**src/rtl/hazard_pkg.sv**
```systemverilog
// Shared types for the pipeline hazard/forwarding unit: register index,
// forwarding-select encodings and the scoreboard entry layout.
package hazard_pkg;

  localparam int REG_W = 5;

  typedef logic [REG_W-1:0] reg_idx_t;

  typedef enum logic [1:0] {
    FWD_RF    = 2'b00,
    FWD_EXMEM = 2'b01,
    FWD_MEMWB = 2'b10,
    FWD_RET   = 2'b11
  } fwd_sel_t;

  typedef struct packed {
    logic     valid;
    reg_idx_t dest;
    logic     wr;
    logic     ld;
  } sb_entry_t;

  // Scoreboard slot positions, oldest last.
  localparam int SB_EX    = 0;
  localparam int SB_MEM   = 1;
  localparam int SB_WB    = 2;
  localparam int SB_RET   = 3;
  localparam int SB_DEPTH = 4;

  // An in-flight entry produces the operand the ID instruction reads.
  function automatic logic sb_match(input sb_entry_t e, input reg_idx_t x, input logic rd_en);
    return rd_en && e.valid && e.wr && (e.dest == x) && (x != '0);
  endfunction

endpackage

```
**src/rtl/hazard_sb_stage.sv**
```systemverilog
// One scoreboard slot: holds {valid, dest, wr, ld} of the instruction
// occupying a pipeline stage; cleared by reset.
module hazard_sb_stage
  import hazard_pkg::*;
(
  input  logic      clk,
  input  logic      rst,
  input  sb_entry_t d,
  output sb_entry_t q
);

  always_ff @(posedge clk) begin
    if (rst) begin
      q <= '0;
    end else begin
      q <= d;
    end
  end

endmodule

```
**src/rtl/hazard_unit.sv**
```systemverilog
// Load-use stall detection and registered EX operand-forwarding selects,
// driven by a private EX/MEM/WB/RET scoreboard of destination registers.
module hazard_unit
  import hazard_pkg::*;
#(
  parameter int CNT_W = 16
) (
  input  logic             clk,
  input  logic             rst,
  input  logic             id_valid,
  input  logic [REG_W-1:0] id_rs,
  input  logic [REG_W-1:0] id_rt,
  input  logic [REG_W-1:0] id_rd,
  input  logic             id_reg_dst,
  input  logic             id_re1,
  input  logic             id_re2,
  input  logic             id_we_bypass,
  input  logic             id_we_stall,
  input  logic             flush,
  output logic             stall,
  output logic [1:0]       fwd_a_ex,
  output logic [1:0]       fwd_b_ex,
  output logic [CNT_W-1:0] stall_count
);

  sb_entry_t [SB_DEPTH-1:0] sb_d;
  sb_entry_t [SB_DEPTH-1:0] sb_q;
  sb_entry_t                id_entry;
  reg_idx_t                 id_dest;
  fwd_sel_t                 sel_a;
  fwd_sel_t                 sel_b;

  assign id_dest = id_reg_dst ? id_rd : id_rt;

  assign stall = id_valid && !flush && sb_q[SB_EX].ld &&
                 (sb_match(sb_q[SB_EX], id_rs, id_re1) || sb_match(sb_q[SB_EX], id_rt, id_re2));

  always_comb begin
    id_entry       = '0;
    id_entry.valid = id_valid && !stall && !flush;
    id_entry.dest  = id_dest;
    id_entry.wr    = id_we_bypass && (id_dest != '0);
    id_entry.ld    = id_we_stall;
  end

  for (genvar gi = 0; gi < SB_DEPTH; gi++) begin : g_sb
    if (gi == SB_EX) begin : g_head
      assign sb_d[gi] = id_entry;
    end else if (gi == SB_RET) begin : g_ret
      assign sb_d[gi] = '{valid: sb_q[gi-1].valid, dest: sb_q[gi-1].dest,
                          wr: sb_q[gi-1].wr, ld: 1'b0};
    end else begin : g_mid
      assign sb_d[gi] = sb_q[gi-1];
    end

    hazard_sb_stage u_stage (
      .clk (clk),
      .rst (rst),
      .d   (sb_d[gi]),
      .q   (sb_q[gi])
    );
  end

  // Nearest producer wins; a RET match means the regfile already holds the value.
  function automatic fwd_sel_t pick_fwd(input sb_entry_t ex, input sb_entry_t mem,
                                        input sb_entry_t wb, input reg_idx_t x,
                                        input logic rd_en);
    if (sb_match(ex, x, rd_en))       return FWD_EXMEM;
    else if (sb_match(mem, x, rd_en)) return FWD_MEMWB;
    else if (sb_match(wb, x, rd_en))  return FWD_RET;
    else                              return FWD_RF;
  endfunction

  always_comb begin
    sel_a = pick_fwd(sb_q[SB_EX], sb_q[SB_MEM], sb_q[SB_WB], id_rs, id_re1);
    sel_b = pick_fwd(sb_q[SB_EX], sb_q[SB_MEM], sb_q[SB_WB], id_rt, id_re2);
  end

  always_ff @(posedge clk) begin
    if (rst) begin
      fwd_a_ex <= FWD_RF;
      fwd_b_ex <= FWD_RF;
    end else if (id_entry.valid) begin
      fwd_a_ex <= sel_a;
      fwd_b_ex <= sel_b;
    end else begin
      fwd_a_ex <= FWD_RF;
      fwd_b_ex <= FWD_RF;
    end
  end

  always_ff @(posedge clk) begin
    if (rst) begin
      stall_count <= '0;
    end else if (stall && (stall_count != {CNT_W{1'b1}})) begin
      stall_count <= stall_count + CNT_W'(1);
    end
  end

  // RET and the WB load flag are tracked for the regfile-write window only.
  logic sb_unused;
  assign sb_unused = ^{sb_q[SB_RET], sb_q[SB_WB].ld};

endmodule
```
**config.mk**
```make
export PLATFORM = sky130hd
export DESIGN_NAME = hazard_unit
export DESIGN_NICKNAME = d
export VERILOG_FILES = /design/src/rtl/hazard_pkg.sv /design/src/rtl/hazard_sb_stage.sv /design/src/rtl/hazard_unit.sv
export SDC_FILE = /design/constraint.sdc
export NUM_CORES = 1
export LEC_CHECK = 0
export ABC_CLOCK_PERIOD_IN_PS = 2620
export CAP_MARGIN = 10
export CORE_UTILIZATION = 50
export DETAILED_ROUTE_END_ITERATION = 10
export PLACE_DENSITY_LB_ADDON = 0.12
export SYNTH_ARGS = -nofsm -noshare
export SYNTH_HDL_FRONTEND = slang
export SYNTH_SLANG_ARGS = --single-unit
```
**constraint.sdc**
```tcl
create_clock -name clk -period 2.62 [get_ports clk]
set_clock_uncertainty 0.05 [all_clocks]
set_input_delay 0.262 -clock clk [delete_from_list [all_inputs] [get_ports clk]]
set_output_delay 0.262 -clock clk [all_outputs]
set_load 0.02 [all_outputs]
```
# After elaboration in Yosys (flattened, before gate mapping)

Cells that the tools add are included.

Bits in registers: 42
Latch bits: 0
RAM bits: 0
ROM bits: 0
Output and inout bits: 21
Word-level logic and storage cells: 71
Memories kept: 0

Add/sub/neg operators: 1
Multiply operators: 0
Div/mod/pow operators: 0
Magnitude comparators: 0
Equal/unequal tests: 7
Shifts and indexed selects: 0
Muxes and demuxes: 7
Bitwise gates (word level): 1
Reductions and logical operators: 40

Operators by type and width:

| operator                                       | count |
|---|---|
| logical AND 1 bit                              | 31 |
| == test 5 bit                                  | 6 |
| adder 16 x 1 -> 16 bit (second input constant) | 1 |
| inequality test 16 bit (second input constant) | 1 |
| nonzero test 5 bit                             | 3 |
| 2-to-1 mux 2 bit                               | 4 |
| OR reduction 3 bit                             | 2 |
| 2-to-1 mux 5 bit                               | 1 |
| zero test 1 bit                                | 2 |
| 2-to-1 mux 1 bit                               | 2 |
| OR reduction 2 bit                             | 1 |
| logical OR 1 bit                               | 1 |
| NOT 1 bit                                      | 1 |

# Longest topological paths before layout

Gate-level depths: netlist of the first run.

Depth after elaboration: 11
Gate-level depth with buffers: 8
Mapped depth without buffers: 7

# Hierarchy

From an unflattened synthesis of the first run, not the netlist that was laid out.

Cell total of the unflattened synthesis: 221
Area total of the unflattened synthesis: 2104.5 µm²

By module, submodules not included:

| module          | times used | cells each | area each (µm²) | seq. area each (µm²) |
|---|---|---|---|---|
| hazard_unit     | 1          | 173        | 1473.9          | 400.4 |
| hazard_sb_stage | 3          | 16         | 210.2           | 160.2 |

# Least setup slack after synthesis of the first run

OpenSTA, ideal clock, no wires.

Path type: register to register
From: register stall_count[0]
To: register stall_count[9]
Library setup time: 0.121 ns
Arrival: 1.941 ns
Setup slack: 0.509 ns
Stages on the path, launching flop included: 8
Clock period less this slack: 2.111 ns
Path through: dfxtp_1 ha_1 and3_1 nand2_1 nor3_1 nor3_1 nand3_1 mux2_2

Word-level cells in the longest chain between the ends: 2
Elaborated cells between the ends (all ways): 3
Classes of those cells: add/sub: 1; eq/ne: 1; reduce/logical: 1

RTL lines:

| item                                                                           | RTL line          | text |
|---|---|---|
| from (decl)                                                                    | hazard_unit.sv:23 | `output logic [CNT_W-1:0] stall_count` |
| from (signal assigned)                                                         | hazard_unit.sv:96 | `stall_count <= stall_count + CNT_W'(1);` |
| parallel branches: the longest is 2 deep, another holds adder 16 x 1 -> 16 bit | --                |  |

Parallel ways; which one is timed is not known.
A chain may end at the register's enable or synchronous reset.

# Worst setup path after layout of the first run

From: input port id_rt[0]
To: register stall_count[13]

Word-level cells in the longest chain between the ends: 6
Elaborated cells between the ends (all ways): 7
Classes of those cells: eq/ne: 1; reduce/logical: 6

RTL lines:

| item                | RTL line          | text |
|---|---|---|
| from (decl)         | hazard_unit.sv:12 | `input logic [REG_W-1:0] id_rt,` |
| == test 5 bit       | hazard_pkg.sv:32  | `return rd_en && e.valid && e.wr && (e.dest == x) && (x != '0);` |
| logical AND 1 bit   | hazard_pkg.sv:32  |  |
| logical AND 1 bit * | hazard_pkg.sv:32  |  |
| logical OR 1 bit *  | hazard_unit.sv:36 | `(sb_match(sb_q[SB_EX], id_rs, id_re1) \|\| sb_match(sb_q[SB_EX], id_rt, id_re2));` |
| logical AND 1 bit * | hazard_unit.sv:35 | `assign stall = id_valid && !flush && sb_q[SB_EX].ld &&` |
| logical AND 1 bit * | hazard_unit.sv:95 | `end else if (stall && (stall_count != {CNT_W{1'b1}})) begin` |

Every way passes the cells marked *; elsewhere a longest branch is shown, timed or not.

==> results.yml, run 1 <==
power_and_ir_drop:
  cellLeakagePower_uw: 0.00103
  ir_drop_v: 0.000265
  areal_power_density_over_the_cells_nw_per_um2: 433
drt:
  routedWlPerCell_um: 13.8
  drt_first_pass_iters: 4
  totalWireLength_mm: 4.69
  route.detailed.drc: 0
  ant_nets: 0
  avgViaCountPerCell: 5.29
  first_iter_violations: 59
  via_count: 1792
yosys:
  yosysWarnings: 0
  synthesis.nets: 250
  avgSynthCellArea_um2: 9.29
  ys_top_cells_by_area: "dfxtp_1 (40%), xnor2_1 (11%), nor2b_1 (6.3%)"
  ys_dominant_reg_cell: "dfxtp_1"
  synth_edf_count: 0
  synthDominantCellAreaShare_pct: 40.2
  synth.lib_cells_used.distinct: 43
  synth-async-reset-ratio_pct: 0
  post_synth_inst_count: 225
  synth-seq-cells: 42
  synth.yosys.seq_area_share_pct: 40.2
  post-synth-top-area-cell: "dfxtp_1"
  synth_area_um2: 2090
hold_path:
  hold_path.class: "flop to flop"
  hp-start: "g_sb[0].u_stage.q[1]"
  timing.hold.worst_path_depth: 1
  hold_path_end: "g_sb[1].u_stage.q[1]"
die:
  placement_rows: 23
  start_util_pct: 52.2
  floorplan.die.width_um: 66.6
  io-pin-count: 45
  core_area_um2: 4000
  floorplan.die.height_um: 66.6
  floorplan.die_area_um2: 4440
global_route:
  antenna_violations_before_repair: 0
  most_crowded_layer_gr: "met2"
  groute.layer.met3.usage_pct: 5.31
  grt_first_pass_wirelength_mm: 7.72
  via_count_of_the_first_global_routing_pass: 1683
  met1_track_usage_gr_pct: 32.2
  largest_net_degree_at_the_start_of_global_routing: 20
  grt.met2_usage_pct: 35.6
  gr-total-overflow: 0
  grtUsageTotal_pct: 23.5
clock_tree:
  hold_bufs_at_cts: 0
  clk_transition_reported_paths_ns: 0.08
  clkSinkCount: 42
  tritoncts: "done"
  postCtsSetupBuffers: 0
  htree_levels: 2
  clock_tree.buffer_depth: 2
  cts-buffers-inserted: 5
  clock_insertion_delay_worst_skew_ns: 0.29
  post_cts_resize_count: 0
  cts.root.buffer_cell: "clkbuf_8"
timing:
  worst_slew_pin_slew_ns: 0.683
  final-max-slew-violation-count: 0
  final.setup.tns_ns: 0
  final-hold-violation-count: 0
  fin_crit_ns: 2.27
  clock.fmax_mhz: 440
  hold_slack_ns: 0.432
  rsz_0062_raised_after_global_routing: "no"
  maxSlewHeadroom_pct: 54.3
  setup_viols_final: 0
  fin_crit_sh_pct: 86.8
finish:
  insertedDiodeCount: 0
  nNetsFinal: 314
  layout_common_cells: "clkdlybuf4s50_1 (43), dfxtp_1 (42), xnor2_1 (27)"
  layout-area-overhead-vs-synth_pct: 34.1
  final.fill_count: 350
  final_layout_size_suffix_gt1_share_pct: 14.5
  final_common_cell: "clkdlybuf4s50_1"
critical_path:
  critPathLaunchType: "input pin"
  regToRegEndpoint: "stall_count[4]"
  crit_type: "input pin to flop"
  critPathRequiredTime_ns: 2.76
  crit_arrival_ns: 2.41
  max_stage_delay_ns: 0.55
  critical_path.cell_chain: "clkdlybuf4s50_1 > or4_4 > o21ai_2 > nor3_4 > buf_4 > or2_4 > o2111ai_2 > mux2_1"
  reg2reg_depth: 8
  worstSetupEndpointType: "flop"
  worst-r2r-setup-slack_ns: 0.48
  reg2reg_from: "stall_count[0]"
  highest_fanout_seen_on_the_critical_path: 5
  critical_path_cell_with_the_highest_stage_delay: "or4_4"
placed_design:
  place.detailed.hpwl_mm: 3.56
  numPortBuffers: 44
  place_congestion: 0.843
run_status:
  status: "finished, final reports clean"
run:
  cap_violations: 0
==> registers in the layout (all words and copies together), names as in the netlist <==
register,count
fwd_a_ex,2
stall_count,16
g_sb.u_stage.q,22
fwd_b_ex,2
==> layer usage <==
layer | wire, um | vias up | share of wire (%)
met3 | 167 | 2 | 3.6
met5 | 0 | - | 0
met2 | 2160 | 34 | 46
met1 | 2330 | 833 | 50
li1 | - | 923 | -
met4 | 34 | 0 | 0.72
==> worst max-delay path, delay by kind of cell <==
family | cells | cell delay (ns)
simple gates | 3 | 0.90
compound gates | 2 | 0.28
buf+inv | 2 | 0.64
mux | 1 | 0.33
==> through the flow <==
step	setup WS, ns	total power [uW]	util, %	instances	area (um^2)
finish	0.346	1210	70.1	339	2800
global route	0.271	1270	70.1	339	2800
CTS	0.0362	1220	69.8	339	2790
detailed placement	0.0120	833	67.8	332	2710
global placement	0.0612	831	67.8	332	2710
floorplan	0.509	755	-	225	2090
==> final cells by class <==
cell class / count / area, um^2 / area share (%)
Clock buffer: 5 / 68.8 / 2.46
Clock inverter: 2 / 10.0 / 0.357
Inverter: 3 / 11.3 / 0.402
Multi-Input combinational cell: 173 / 1200 / 42.9
Sequential cell: 42 / 841 / 30.0
Tap cell: 50 / 62.6 / 2.23
Timing Repair Buffer: 64 / 606 / 21.6
==> logic make-up (layout without fill, tap and decap cells) <==
kind of cell	after synthesis	after routing	synth area share (%)
flops	42	42	40.2
simple gates	103	103	29.3
fa+ha+maj	1	1	0.599
xor+xnor	33	33	14.2
compound gates	26	26	8.08
mux	10	10	5.03
buf+inv	10	74	2.51
==> where the power goes <==
group / total (uW) / internal, uW / switching [uW]
clock network: 394 / 179 / 215
logic: 152 / 88.6 / 63.9
registers: 667 / 653 / 14.1
total: 1210 / 921 / 293
==> worst max path at each step <==
stage | from | end | cells past startpoint
6_report | id_rt[0] | stall_count[13] | 8
5_1_grt | id_rt[0] | stall_count[9] | 8
4_1_cts | id_rt[0] | stall | 7
3_5_place_dp | id_rt[0] | stall_count[13] | 8
3_3_place_gp | id_rs[1] | stall | 7
2_1_floorplan | stall_count[0] | stall_count[9] | 7
==> cell usage after synthesis, drive strengths merged (3+ instances only) <==
| cell type | count |
|---|---|
| dfxtp | 42 |
| xnor2 | 28 |
| nor2b | 21 |
| nor2 | 19 |
| nand3 | 13 |
| a21oi | 10 |
| nand4 | 9 |
| nor3 | 9 |
| o21ai | 9 |
| mux2i | 6 |
| or3 | 6 |
| nand2 | 5 |
| or4 | 5 |
| xor2 | 5 |
| and3 | 4 |
| buf | 4 |
| mux2 | 4 |
| nor4 | 4 |
| clkbuf | 3 |
| inv | 3 |
(Power assumes the default switching activity.)
==> run 2: changes to the inputs <==
Settings changed: CORE_UTILIZATION 50 to 52, CTS_BUF_LIST from default to sky130_fd_sc_hd__clkbuf_8, SKIP_LAST_GASP from default to 1.
==> run 2 against run 1 <==
Compared with the run above: final cell count decreased by 0.59%; die area decreased by 3.7%; combinational power about the same; final area increased by 1.2%; critical path depth decreased by 1; sequential share of layout area decreased by 0.36 points; clock-buffer cell count increased by 1; largest power group unchanged; worst setup slack got worse by 0.12 ns.
==> results.yml, run 2 (synthesis results as in run 1) <==
clock_tree:
  hold_bufs_at_cts: 0
  clock_tree.buffer_depth: 2
  clk_transition_reported_paths_ns: 0.08
  htree_levels: 2
  tritoncts: "done"
  cts-buffers-inserted: 5
  post_cts_resize_count: 0
  postCtsSetupBuffers: 0
  clkSinkCount: 42
  cts.root.buffer_cell: "clkbuf_8"
  clock_insertion_delay_worst_skew_ns: 0.30
drt:
  via_count: 1831
  ant_nets: 0
  first_iter_violations: 175
  drt_first_pass_iters: 4
  routedWlPerCell_um: 14.1
  route.detailed.drc: 0
  totalWireLength_mm: 4.77
  avgViaCountPerCell: 5.43
timing:
  setup_viols_final: 0
  rsz_0062_raised_after_global_routing: "no"
  maxSlewHeadroom_pct: 53.1
  fin_crit_ns: 2.40
  final-hold-violation-count: 0
  final-max-slew-violation-count: 0
  fin_crit_sh_pct: 91.4
  worst_slew_pin_slew_ns: 0.698
  hold_slack_ns: 0.431
  final.setup.tns_ns: 0
  clock.fmax_mhz: 417
power_and_ir_drop:
  cellLeakagePower_uw: 0.00104
  ir_drop_v: 0.000751
  total_power_uw: 1460
  areal_power_density_over_the_cells_nw_per_um2: 513
placed_design:
  place.detailed.hpwl_mm: 3.59
  place_congestion: 0.831
  numPortBuffers: 44
  placed_area_um2: 2690
finish:
  nNetsFinal: 313
  insertedDiodeCount: 0
  layout-area-overhead-vs-synth_pct: 35.7
  layout_top_registers: "g_sb.u_stage.q x22, stall_count x16"
  final_util_pct: 75.8
  final.fill_count: 298
  final_common_cell: "clkdlybuf4s50_1"
  largest_register_ff_count: 22
  layout_common_cells: "clkdlybuf4s50_1 (43), dfxtp_1 (42), xnor2_1 (27)"
  final_design_area_no_fill_um2: 2840
  final_layout_size_suffix_gt1_share_pct: 14.5
  top_register: "g_sb.u_stage.q"
critical_path:
  crit_arrival_ns: 2.53
  worst-r2r-setup-slack_ns: 0.22
  reg2reg_depth: 7
  highest_fanout_seen_on_the_critical_path: 6
  crit_type: "flop to flop"
  critPathRequiredTime_ns: 2.76
  critPathLaunchType: "flop"
  reg2reg_from: "stall_count[0]"
  regToRegEndpoint: "stall_count[9]"
  worstSetupEndpointType: "flop"
die:
  placement_rows: 22
  io-pin-count: 45
  core_area_um2: 3740
  floorplan.die.height_um: 65.4
  start_util_pct: 55.8
  floorplan.die.width_um: 65.4
  floorplan.die_area_um2: 4280
hold_path:
  hold_path.class: "flop to flop"
  hold_path_end: "g_sb[1].u_stage.q[1]"
  timing.hold.worst_path_depth: 1
  hp-start: "g_sb[0].u_stage.q[1]"
global_route:
  grtUsageTotal_pct: 24.2
  grt_first_pass_wirelength_mm: 7.71
  gr-total-overflow: 0
  largest_net_degree_at_the_start_of_global_routing: 17
  via_count_of_the_first_global_routing_pass: 1650
  antenna_violations_before_repair: 0
run:
  cap_violations: 0
run_status:
  status: "finished, final reports clean"
## run 2: cell types whose count changed in the layout (fill, tap and decap cells not counted), sizes merged
cell,before,now
clkinv,2,0
bufinv,0,2
clkbuf,5,6
buf,20,19
## run 2: power by group
group          internal, uW  leakage (uW)  switching (uW)
clock network           407     0.0000714             229
registers               653      0.000342            14.9
logic                  89.0      0.000629            63.4
total                  1150       0.00104             307
## run 2: worst max path at each step
stage | startpoint | endpoint | slack [ns]
floorplan | stall_count[0] | stall_count[9] | 0.51
global placement | id_rt[0] | stall_count[9] | 0.05
detailed placement | id_rt[0] | stall_count[9] | 0.02
CTS | id_rt[0] | stall | 0.03
global route | stall_count[0] | stall_count[11] | 0.03
finish | stall_count[0] | stall_count[9] | 0.22
## run 2: final cells by class
type                    count  area [um^2]  share of cell area [%]
clock buffers               6         82.6                    2.91
clock inverters             2         60.1                    2.12
inverters                   3         11.3                   0.397
multi-input cells         173         1200                    42.2
flip-flops and latches     42          841                    29.6
well taps                  48         60.1                    2.12
repair buffers             63          586                    20.6
## run 2: worst max-delay path, cell delays in order (launching register included)
cell	delay (ns)
dfxtp_1	0.41
ha_1	0.27
and3_1	0.19
nand2_1	0.14
nor3_1	0.62
nor3_1	0.14
nand3_1	0.14
mux2_2	0.33
## run 2: through the flow
| step | cells | setup WS [ns] |
|---|---|---|
| final | 337 | 0.224 |
| after global routing | 337 | 0.0254 |
| after CTS | 337 | 0.0278 |
| after detailed placement | 329 | 0.0163 |
| after global placement | 329 | 0.0505 |
| after floorplan | 225 | 0.509 |
## run 2: routing by layer
layer / global-route usage [%] / up-vias / part of all wire [%]
met1: 33.8 / 836 / 50
met2: 37.0 / 60 / 43
met3: 4.69 / 8 / 5.2
met4: 8.42 / 0 / 1.4
met5: 0 / - / 0
li1: - / 927 / -
